<file path="config.mk">
export PLATFORM = sky130hd
export DESIGN_NAME = branch_ctrl
export DESIGN_NICKNAME = d
export VERILOG_FILES = /design/src/rtl/branch_ctrl.sv
export SDC_FILE = /design/constraint.sdc
export NUM_CORES = 1
export LEC_CHECK = 0
export ABC_AREA = 0
export CAP_MARGIN = 20
export CORE_MARGIN = 3
export CORE_UTILIZATION = 53
export CTS_CLUSTER_SIZE = 28
export DETAILED_ROUTE_END_ITERATION = 8
export PLACE_DENSITY_LB_ADDON = 0.3
export SLEW_MARGIN = 30
export SYNTH_ARGS = -nofsm -noshare
export SYNTH_HDL_FRONTEND = slang
export SYNTH_SLANG_ARGS = --single-unit
export TNS_END_PERCENT = 10
</file>
<file path="constraint.sdc">
create_clock -name clk -period 9.2 [get_ports clk]
set_input_delay 0.92 -clock clk [delete_from_list [all_inputs] [get_ports clk]]
set_output_delay 0.92 -clock clk [all_outputs]
set_load 0.03 [all_outputs]
</file>
<file path="src/rtl/branch_ctrl.sv">
// Decode-stage branch controller: branch decode, comparator opcode, MEM->ID
// forwarding selects, hazard stall sequencing, PC redirect and branch statistics.
module branch_ctrl (
   input  logic        clk,
   input  logic        rst,
   input  logic [5:0]  OpD,
   input  logic [4:0]  RsD,
   input  logic [4:0]  RtD,
   input  logic        RegWriteE,
   input  logic        MemtoRegE,
   input  logic [4:0]  WriteRegE,
   input  logic        RegWriteM,
   input  logic        MemtoRegM,
   input  logic [4:0]  WriteRegM,
   input  logic        CompD,
   output logic [2:0]  CompOpD,
   output logic        ForwardAD,
   output logic        ForwardBD,
   output logic        StallF,
   output logic        StallD,
   output logic        FlushE,
   output logic        PCSrcD,
   output logic        FlushD,
   output logic [15:0] BrCnt,
   output logic [15:0] TakenCnt,
   output logic [15:0] StallCnt
);

   typedef enum logic [0:0] {StIdle, StWait} state_e;

   state_e      state_q, state_d;
   logic [1:0]  cnt_q, cnt_d;
   logic [15:0] br_cnt_q, br_cnt_d;
   logic [15:0] taken_cnt_q, taken_cnt_d;
   logic [15:0] stall_cnt_q, stall_cnt_d;

   logic        branch_d;
   logic        use_rt;
   logic [2:0]  comp_op;
   logic [1:0]  need_rs, need_rt, need;
   logic        stall, resolve;

   // Cycles an operand must wait before the comparator sees a valid value.
   function automatic logic [1:0] op_need(input logic [4:0] r,
                                          input logic       rw_e,
                                          input logic       m2r_e,
                                          input logic [4:0] wr_e,
                                          input logic       rw_m,
                                          input logic       m2r_m,
                                          input logic [4:0] wr_m);
      logic [1:0] n;
      n = 2'd0;
      if (r != 5'd0) begin
         if (rw_e && m2r_e && (r == wr_e))       n = 2'd2;
         else if (rw_e && !m2r_e && (r == wr_e)) n = 2'd1;
         else if (rw_m && m2r_m && (r == wr_m))  n = 2'd1;
      end
      return n;
   endfunction

   // Branch decode and comparator opcode.
   always_comb begin
      branch_d = 1'b1;
      use_rt   = 1'b0;
      comp_op  = 3'b000;
      case (OpD)
         6'b000100: begin comp_op = 3'b000; use_rt = 1'b1; end
         6'b000101: begin comp_op = 3'b001; use_rt = 1'b1; end
         6'b000111: comp_op = 3'b011;
         6'b000110: comp_op = 3'b100;
         6'b000001: begin
            if (RtD == 5'b00001)      comp_op = 3'b010;
            else if (RtD == 5'b00000) comp_op = 3'b101;
            else                      branch_d = 1'b0;
         end
         default: branch_d = 1'b0;
      endcase
   end

   // Hazard requirement: maximum over the operands the branch actually reads.
   always_comb begin
      need_rs = op_need(RsD, RegWriteE, MemtoRegE, WriteRegE, RegWriteM, MemtoRegM, WriteRegM);
      need_rt = op_need(RtD, RegWriteE, MemtoRegE, WriteRegE, RegWriteM, MemtoRegM, WriteRegM);
      need    = (use_rt && (need_rt > need_rs)) ? need_rt : need_rs;
   end

   // Stall/resolve sequencing; need is only sampled on entry from idle.
   always_comb begin
      state_d = state_q;
      cnt_d   = cnt_q;
      stall   = 1'b0;
      resolve = 1'b0;
      unique case (state_q)
         StIdle: begin
            if (branch_d) begin
               if (need == 2'd0) begin
                  resolve = 1'b1;
               end else begin
                  stall   = 1'b1;
                  cnt_d   = need - 2'd1;
                  state_d = StWait;
               end
            end
         end
         StWait: begin
            if (cnt_q != 2'd0) begin
               stall = 1'b1;
               cnt_d = cnt_q - 2'd1;
            end else begin
               resolve = 1'b1;
               state_d = StIdle;
            end
         end
      endcase
      if (rst) begin
         stall   = 1'b0;
         resolve = 1'b0;
      end
   end

   // Saturating statistics counters.
   always_comb begin
      br_cnt_d    = br_cnt_q;
      taken_cnt_d = taken_cnt_q;
      stall_cnt_d = stall_cnt_q;
      if (resolve && (br_cnt_q != 16'hFFFF))              br_cnt_d    = br_cnt_q + 16'd1;
      if (resolve && CompD && (taken_cnt_q != 16'hFFFF))  taken_cnt_d = taken_cnt_q + 16'd1;
      if (stall && (stall_cnt_q != 16'hFFFF))             stall_cnt_d = stall_cnt_q + 16'd1;
   end

   // State and counter registers with synchronous reset.
   always_ff @(posedge clk) begin
      if (rst) begin
         state_q     <= StIdle;
         cnt_q       <= 2'd0;
         br_cnt_q    <= 16'd0;
         taken_cnt_q <= 16'd0;
         stall_cnt_q <= 16'd0;
      end else begin
         state_q     <= state_d;
         cnt_q       <= cnt_d;
         br_cnt_q    <= br_cnt_d;
         taken_cnt_q <= taken_cnt_d;
         stall_cnt_q <= stall_cnt_d;
      end
   end

   // Outputs, forced to zero while reset is held.
   always_comb begin
      CompOpD   = rst ? 3'b000 : comp_op;
      ForwardAD = !rst && (RsD != 5'd0) && (RsD == WriteRegM) && RegWriteM && !MemtoRegM;
      ForwardBD = !rst && branch_d && use_rt && (RtD != 5'd0) && (RtD == WriteRegM) &&
                  RegWriteM && !MemtoRegM;
      StallF    = stall;
      StallD    = stall;
      FlushE    = stall;
      PCSrcD    = resolve && CompD;
      FlushD    = resolve && CompD;
      BrCnt     = rst ? 16'd0 : br_cnt_q;
      TakenCnt  = rst ? 16'd0 : taken_cnt_q;
      StallCnt  = rst ? 16'd0 : stall_cnt_q;
   end

endmodule
</file>
**After elaboration in Yosys (flattened, before gate mapping)**

Cells that the tools add are included.
W data, S select, Z words.

- Bits in registers: 51
- Bits of input ports: 33
- Output and inout bits: 58
- Logic and storage cells: 97

- Add/subtract/negate cells: 5
- Magnitude comparators: 1
- Equality and inequality tests: 16
- Mux-type cells: 34
- Bitwise gates (word level): 1
- Reductions and logical operators: 35

Operators by type and width:

| cell | number |
|---|---|
| $add A16 B1 Y16 const B | 3 |
| $mux W16 | 3 |
| $ne A16 B16 Y1 const B | 3 |
| $eq A6 B3 Y1 const B | 4 |
| $logic_and A1 B1 Y1 | 24 |
| $eq A5 B5 Y1 | 4 |
| $mux W2 | 8 |
| $mux W1 | 15 |
| $pmux W3 S4 | 1 |
| $reduce_bool A5 Y1 | 2 |
| $mux W3 | 3 |
| $eq A6 B1 Y1 const B | 1 |
| $pmux W1 S2 | 3 |
| $eq A5 B1 Y1 const B | 1 |
| $logic_not A5 Y1 | 1 |
| $ne A2 B2 Y1 const B | 2 |
| $pmux W2 S2 | 1 |
| $reduce_or A4 Y1 | 1 |
| $sub A2 B1 Y2 const B | 2 |
| $logic_not A1 Y1 | 3 |
| $reduce_and A3 Y1 | 1 |
| $gt A2 B2 Y1 | 1 |
| $logic_not A2 Y1 | 1 |
| $ne A2 B1 Y1 const B | 1 |
| 3 further kinds | 3 |

**Longest topological paths before layout**

Gate-level depths: netlist (run 1).

- Depth in word-level cells: 16
- Mapped depth: 13
- Depth with buffers taken out: 13

**Worst setup path after synthesis (run 1)**

No wires, ideal clock.

- Kind: input port to output port
- Start point: in RtD[1]
- End point: out PCSrcD
- Arrival time: 3842 ps
- Data required time: 8280 ps
- Slack: 4438 ps
- Stages: 11
- Cells stage by stage: or4_1 -> o211a_1 -> and3_1 -> ha_1 -> nor2b_1 -> o2111ai_1 -> nand2b_1 -> a211oi_4 -> o21ai_2 -> a21oi_2 -> buf_4

- Word-level cells in the longest chain between the ends: 15
- Elaborated cells between the ends (all ways): 24
- Those cells by class: 1 x order compare; 3 x eq/ne; 12 x mux; 8 x reduce/logical

Ends and longest elaborated chain:

| item | RTL line | RTL |
|---|---|---|
| from (decl) | 8 | `input logic [4:0] RtD,` |
| $eq A5 B5 Y1 | 56 | `else if (rw_m && m2r_m && (r == wr_m)) n = 2'd1;` |
| $logic_and A1 B1 Y1 | 56 |  |
| $mux W1 | 56 |  |
| $mux W1 | 55 | `else if (rw_e && !m2r_e && (r == wr_e)) n = 2'd1;` |
| $mux W2 | 54 | `if (rw_e && m2r_e && (r == wr_e)) n = 2'd2;` |
| $mux W2 | 53 | `if (r != 5'd0) begin` |
| $gt A2 B2 Y1 | 84 | `need = (use_rt && (need_rt > need_rs)) ? need_rt : need_rs;` |
| $logic_and A1 B1 Y1 | 84 |  |
| $mux W2 | 84 |  |
| $logic_not A2 Y1 | 96 | `if (need == 2'd0) begin` |
| $mux W1 | 96 |  |
| $mux W1 (*) | 95 | `if (branch_d) begin` |
| $pmux W1 S2 (*) | 93 | `unique case (state_q)` |
| $mux W1 (*) | 115 | `if (rst) begin` |
| $logic_and A1 B1 Y1 (*) | - |  |
| to (decl) | 22 | `output logic PCSrcD,` |

Mark *: on every way between the ends. The rest lies on a longest branch, timed or not.

**Worst setup path in the final report (run 1)**

- Start point: in WriteRegE[1]
- End point: out PCSrcD

- Word-level cells in the longest chain between the ends: 14
- Elaborated cells between the ends (all ways): 21
- Those cells by class: 1 x order compare; 2 x eq/ne; 11 x mux; 7 x reduce/logical

Ends and longest elaborated chain:

| item | RTL line | RTL |
|---|---|---|
| from (decl) | 11 | `input logic [4:0] WriteRegE,` |
| $eq A5 B5 Y1 | 54, 55 |  |
| $logic_and A1 B1 Y1 | 55 |  |
| $mux W1 | 55 |  |
| $mux W2 | 54 |  |
| $mux W2 | 53 |  |
| $gt A2 B2 Y1 | 84 |  |
| $logic_and A1 B1 Y1 | 84 |  |
| $mux W2 (*) | 84 |  |
| $logic_not A2 Y1 (*) | 96 |  |
| $mux W1 (*) | 96 |  |
| $mux W1 (*) | 95 |  |
| $pmux W1 S2 (*) | 93 |  |
| $mux W1 (*) | 115 |  |
| $logic_and A1 B1 Y1 (*) | 157 | `PCSrcD = resolve && CompD;` |

Marked as above.

==> results of run 1 <==
cells by family after synthesis:
family	after synthesis	synth area share (%)
buffers and inverters	25	3.182
and+or+nand+nor	233	36.63
muxes	26	8.864
xor gates and xnor gates	36	9.545
AOI/OAI and AO/OA	38	8.977
adders and majority gates	5	1.894
DFF	51	30.91
report_power, final:
| part | internal (W) | switching, W |
|---|---|---|
| combinational | 0.0000235 | 0.0000252 |
| clock | 0.0000810 | 0.0000750 |
| sequential | 0.000221 | 0.000000450 |
state kept, by name, indices dropped and copies added (netlist names):
register	cells
state_q	1
taken_cnt_q	16
br_cnt_q	16
cnt_q	2
stall_cnt_q	16
worst register-to-register path, stage by stage (launching register included):
cell	delay, ps
dfxtp_1	370
nand2_1	100
nor3_1	750
nand3_1	150
o21a_1	260
nand2_1	310
nor4_1	110
mux2_2	290
metal layers:
metal	track usage (%)	vias to the layer above	wire, um
met5	0	-	0
met2	38.06	72	3820
met4	5.180	0	93
met1	26.87	1469	3506
met3	4.078	9	279
li1	-	1603	-
final cells by class:
type | instances | share of cell area, %
multi-input cells | 338 | 49.93
flip-flops and latches | 51 | 23.41
clock buffers | 5 | 1.578
inverters | 12 | 1.033
well taps | 75 | 2.152
clock inverters | 3 | 1.004
repair buffers | 92 | 20.89
Yosys cell counts (7+ instances only):
cell type,instances,share of area [%]
and3_1,9,1.7
clkbuf_1,7,0.80
nor2b_1,44,8.3
nand3_1,23,3.5
nor3_1,16,2.4
nand4_1,11,2.1
xnor2_1,25,6.6
inv_1,12,1.4
xor2_1,11,2.9
mux2_2,26,8.9
dfxtp_1,51,31
a21oi_1,10,1.5
nor2_1,65,7.4
nand2_1,36,4.1
metrics by stage:
stage	total power [W]	setup slack, ps	util (%)
2_1_floorplan	0.0002513	4438	-
3_3_place_gp	0.0002736	3525	70.91
3_5_place_dp	0.0002750	3397	70.91
4_1_cts	0.0004310	3402	72.79
5_1_grt	0.0004448	3150	72.79
6_report	0.0004260	3401	72.79
how the worst min path moves through the flow:
| stage | start | end | slack, ps | cells past startpoint |
|---|---|---|---|---|
| final | cnt_q[1] | cnt_q[1] | 470 | 2 |
| after CTS | cnt_q[1] | cnt_q[1] | 470 | 2 |
| after floorplan | cnt_q[1] | cnt_q[1] | 440 | 2 |
| after global routing | cnt_q[1] | cnt_q[1] | 500 | 2 |
| after global placement | cnt_q[1] | cnt_q[1] | 450 | 2 |
| after detailed placement | cnt_q[1] | cnt_q[1] | 460 | 2 |
==> flow_metrics.env, run 1 <==
export IMPL_status="finished, final reports clean"
export IMPL_htreeDepth=2
export IMPL_synthFlopType="dfxtp_1"
export IMPL_postCtsSetupBuffers=0
export IMPL_grt_overflow_total=0
export IMPL_via_count=3153
export IMPL_path_clk_slew_ps=80
export IMPL_syn2layout_area_growth_pct=32.01
export IMPL_drive_gt1_share_pct=9.581
export IMPL_fin_cells=576
export IMPL_regArea_mm2=0.001021
export IMPL_maxSlewHeadroom_pct=35.13
export IMPL_clock_latency_ps=300
export IMPL_cp_top_family="buffers and inverters"
export IMPL_ant_nets=0
export IMPL_hpwl_um=5901
export IMPL_r2r_end="stall_cnt_q[15]"
export IMPL_setup_viol=0
export IMPL_ys_ff_latch=51
export IMPL_die_w_um=84.95
export IMPL_cpPeakStageDelay_ps=740
export IMPL_core_mm2=0.005991
export IMPL_worstSetupStartpointType="input pin"
export IMPL_port_buffer_count=90
export IMPL_drt_total_wl_um=7700
export IMPL_syn_nets=452
export IMPL_synth_warnings=0
export IMPL_place_gp_congestion=0.8396
export IMPL_num_antenna_cells=0
export IMPL_placed_cells=568
export IMPL_setup_tns_ps=0
export IMPL_crit_buf_inv=2
export IMPL_synth_seq_area_share_pct=30.91
export IMPL_skew_ps=8.737
export IMPL_viasPerCell=5.474
export IMPL_rsz0062_at_grt="no"
export IMPL_nFillCells=473
export IMPL_max_freq_mhz=172.4
export IMPL_async_reset_ff_share_pct=0
export IMPL_startpoint="WriteRegE[1]"
export IMPL_crit_chain="clkdlybuf4s50_1 > xor2_1 > nor4_1 > and4b_1 > nand2_1 > ha_1 > nor2b_1 > o2111ai_1 > nand2b_1 > a211oi_4 > o21ai_2 > a21oi_2 > clkdlybuf4s50_1"
export IMPL_critPathArrivalTime_ps=4880
export IMPL_rows=28
export IMPL_grt_max_degree=97
export IMPL_placed_cell_area_mm2=0.004248
export IMPL_crit_top_cell="clkdlybuf4s50_1"
export IMPL_cts_tree="done"
export IMPL_hold_slack_ps=467.8
export IMPL_crit_required_ps=8280
export IMPL_crit_type="in -> out"
export IMPL_hp_class="reg -> reg"
export IMPL_reg2reg_depth=7
export IMPL_antenna_found_initial=0
export IMPL_final_area_mm2=0.004360
export IMPL_r2r_setup_slack_ps=6740
export IMPL_ctsResizeCount=0
export IMPL_clk_path_buf_depth=2
export IMPL_p_leak_nw=1.563
export IMPL_crit_end="PCSrcD"
export IMPL_cp_slowest_cell="clkdlybuf4s50_1"
export IMPL_layout_nets=538
export IMPL_syn_area_mm2=0.003303
export IMPL_cp_depth=13
export IMPL_rr_startpoint="stall_cnt_q[2]"
export IMPL_start_util_pct=55.14
export IMPL_cp_max_fo=8
export IMPL_multi_input_area_mm2=0.002177
export IMPL_grt_pass1_vias=2996
export IMPL_grt_pass1_wl_um=13170
export IMPL_synth_edf_count=0
export IMPL_worst_setup_path_end_kind="output pin"
export IMPL_min_period_over_period_pct=63.03
export IMPL_cts_sinks=51
export IMPL_final_common_cell="clkdlybuf4s50_1"
export IMPL_yosysUniqueCellTypes=47
export IMPL_cts_buffers=5
export IMPL_slew_violations=0
export IMPL_holdBufCountCts=0
export IMPL_syn_mean_instance_area_um2=7.979
export IMPL_ioPinCount=91
export IMPL_dieArea_mm2=0.007216
export IMPL_fin_crit_ps=5799
export IMPL_netlist_instances=414
export IMPL_post_drt_wl_per_cell_um=13.37
export IMPL_first_pass_iters=4
export IMPL_cts_root_buf="clkbuf_8"
export IMPL_drc=0
export IMPL_hold_viol=0
export IMPL_ir_drop_uv=76.39
export IMPL_grt_use_total_pct=21.51
export IMPL_drt_iter0_drc=136
export IMPL_drv_cap=0
export IMPL_p_per_area_mw_per_mm2=97.70
export IMPL_die_height_um=84.95
export IMPL_worstMarginPinSlew_ps=965.7
export IMPL_layout_common_cells="clkdlybuf4s50_1, nor2_1, dfxtp_1"
No activity file was read; power rests on OpenSTA's default activity.
==> inputs of run 2 (changes only) <==
CORE_UTILIZATION = 44   (was 53)
clock period = 4.8 ns   (was 9.2 ns; I/O delays follow)
==> flow_metrics.env, run 2 (synthesis results as in run 1) <==
export IMPL_r2r_setup_slack_ps=2420
export IMPL_drive_gt1_share_pct=10.00
export IMPL_viasPerCell=5.336
export IMPL_grt_max_degree=52
export IMPL_ir_drop_uv=150.2
export IMPL_placed_cells=589
export IMPL_hold_viol=0
export IMPL_syn2layout_area_growth_pct=32.73
export IMPL_postCtsSetupBuffers=0
export IMPL_cpPeakStageDelay_ps=690
export IMPL_fin_cells=596
export IMPL_use_met2_pct=32.99
export IMPL_layout_nets=538
export IMPL_met1_usage_pct=22.71
export IMPL_dieArea_mm2=0.008583
export IMPL_ant_nets=0
export IMPL_reg2reg_depth=7
export IMPL_first_pass_iters=4
export IMPL_holdBufCountCts=0
export IMPL_hold_end="cnt_q[1]"
export IMPL_cp_slowest_cell="clkdlybuf4s50_1"
export IMPL_cts_sinks=51
export IMPL_crit_chain="clkdlybuf4s50_1 > or4_1 > o211a_1 > and3_1 > ha_1 > nor2b_1 > o2111ai_1 > nor2_1 > o311a_1 > nor3_2 > and2_1 > clkdlybuf4s50_1"
export IMPL_min_delay_start="cnt_q[1]"
export IMPL_ctsResizeCount=0
export IMPL_num_antenna_cells=0
export IMPL_via_count=3180
export IMPL_use_met3_pct=4.549
export IMPL_p_leak_nw=1.563
export IMPL_core_mm2=0.007019
export IMPL_worstMarginPinSlew_ps=837.5
export IMPL_grt_pass1_wl_um=13520
export IMPL_layout_common_cells="clkdlybuf4s50_1, nor2_1, dfxtp_1"
export IMPL_ioPinCount=91
export IMPL_cts_tree="done"
export IMPL_cts_root_buf="clkbuf_8"
export IMPL_rr_startpoint="br_cnt_q[6]"
export IMPL_rsz0062_at_grt="no"
export IMPL_p_per_area_mw_per_mm2=184.2
export IMPL_min_period_over_period_pct=93.86
export IMPL_start_util_pct=47.06
export IMPL_drt_iter0_drc=133
export IMPL_drv_cap=0
export IMPL_hpwl_um=6406
export IMPL_port_buffer_count=90
export IMPL_place_gp_congestion=0.8591
export IMPL_post_drt_wl_per_cell_um=13.59
export IMPL_maxSlewHeadroom_pct=44.17
export IMPL_max_freq_mhz=222.0
export IMPL_status="finished, final reports clean"
export IMPL_hp_class="reg -> reg"
export IMPL_setup_viol=0
export IMPL_crit_type="in -> out"
export IMPL_fin_crit_ps=4505
export IMPL_antenna_found_initial=0
export IMPL_clk_path_buf_depth=2
export IMPL_final_common_cell="clkdlybuf4s50_1"
export IMPL_die_height_um=92.65
export IMPL_reg_largest_list="br_cnt_q x16, stall_cnt_q x16, taken_cnt_q x16"
export IMPL_grt_busiest_layer="met2"
export IMPL_worstSetupStartpointType="input pin"
export IMPL_grt_use_total_pct=18.89
export IMPL_path_clk_slew_ps=80
export IMPL_grt_pass1_vias=3007
export IMPL_slew_violations=0
export IMPL_cts_buffers=5
export IMPL_cp_max_fo=4
export IMPL_drt_total_wl_um=8098
export IMPL_drc=0
export IMPL_rows=30
export IMPL_grt_overflow_total=0
export IMPL_htreeDepth=2
export IMPL_postLayoutCoreUtil_pct=62.46
export IMPL_clock_latency_ps=300
export IMPL_die_w_um=92.65
export IMPL_hold_path_depth=2
export IMPL_crit_required_ps=4320
export IMPL_worst_setup_path_end_kind="output pin"
export IMPL_crit_top_cell="clkdlybuf4s50_1"
export IMPL_skew_ps=7.308
export IMPL_critPathArrivalTime_ps=4030
export IMPL_setup_tns_ps=0
export IMPL_r2r_end="br_cnt_q[10]"
==> run 2: cell count changes in the layout (fill, tap and decap cells not counted) <==
| cell | previous run | this run |
|---|---|---|
| clkbuf_1 | 0 | 1 |
| nor3_2 | 2 | 3 |
| nor3_1 | 16 | 15 |
| clkinv_4 | 1 | 0 |
| clkdlybuf4s50_1 | 89 | 87 |
| buf_4 | 2 | 4 |
| o32ai_2 | 0 | 1 |
| clkinv_2 | 1 | 0 |
| o32ai_1 | 1 | 0 |
==> run 2: power breakdown <==
part / internal [W] / switching (W) / total, W
Clock: 0.000153 / 0.000137 / 0.000290
Combinational: 0.0000446 / 0.0000483 / 0.0000929
Sequential: 0.000423 / 0.000000907 / 0.000424
==> run 2: routing by layer <==
layer	share of wire (%)	vias up
met5	0	-
li1	-	1605
met2	49	62
met1	44	1496
met3	5.6	17
met4	2.2	0
==> run 2: worst max path at each step <==
stage,start,endpoint,slack (ps),cells after the start
floorplan,RtD[1],PCSrcD,920,11
global placement,RsD[1],StallF,350,13
detailed placement,WriteRegE[2],FlushE,270,13
CTS,RsD[2],FlushE,260,13
global route,WriteRegE[2],FlushE,80,13
finish,RtD[1],FlushE,290,12
==> run 2: final cells by class <==
type	instances	area [um^2]
clock buffer	6	72.57
multi-input combinational	338	2190
inverter	12	45.04
timing repair buffer	92	905.9
clock inverter	1	30.03
tap	96	120.1
sequential	51	1021
fill	661	2635
==> run 2: through the flow <==
stage | total power (W) | hold slack [ps] | worst slack [ps] | area, um^2
5_1_grt | 0.0008459 | 511.6 | 83.24 | 4384
2_1_floorplan | 0.0004816 | 440.4 | 918.1 | 3303
4_1_cts | 0.0008166 | 473.5 | 256.1 | 4379
3_3_place_gp | 0.0005249 | 451.3 | 353.5 | 4269
3_5_place_dp | 0.0005275 | 460.7 | 268.0 | 4277
6_report | 0.0008076 | 471.2 | 294.7 | 4384
==> run 2: worst max-delay path, delay by kind of cell <==
| kind | cells | cell delay (ps) |
|---|---|---|
| and+or+nand+nor | 6 | 1350 |
| buffers and inverters | 2 | 1180 |
| AOI/OAI and AO/OA | 3 | 720 |
| adders and majority gates | 1 | 280 |
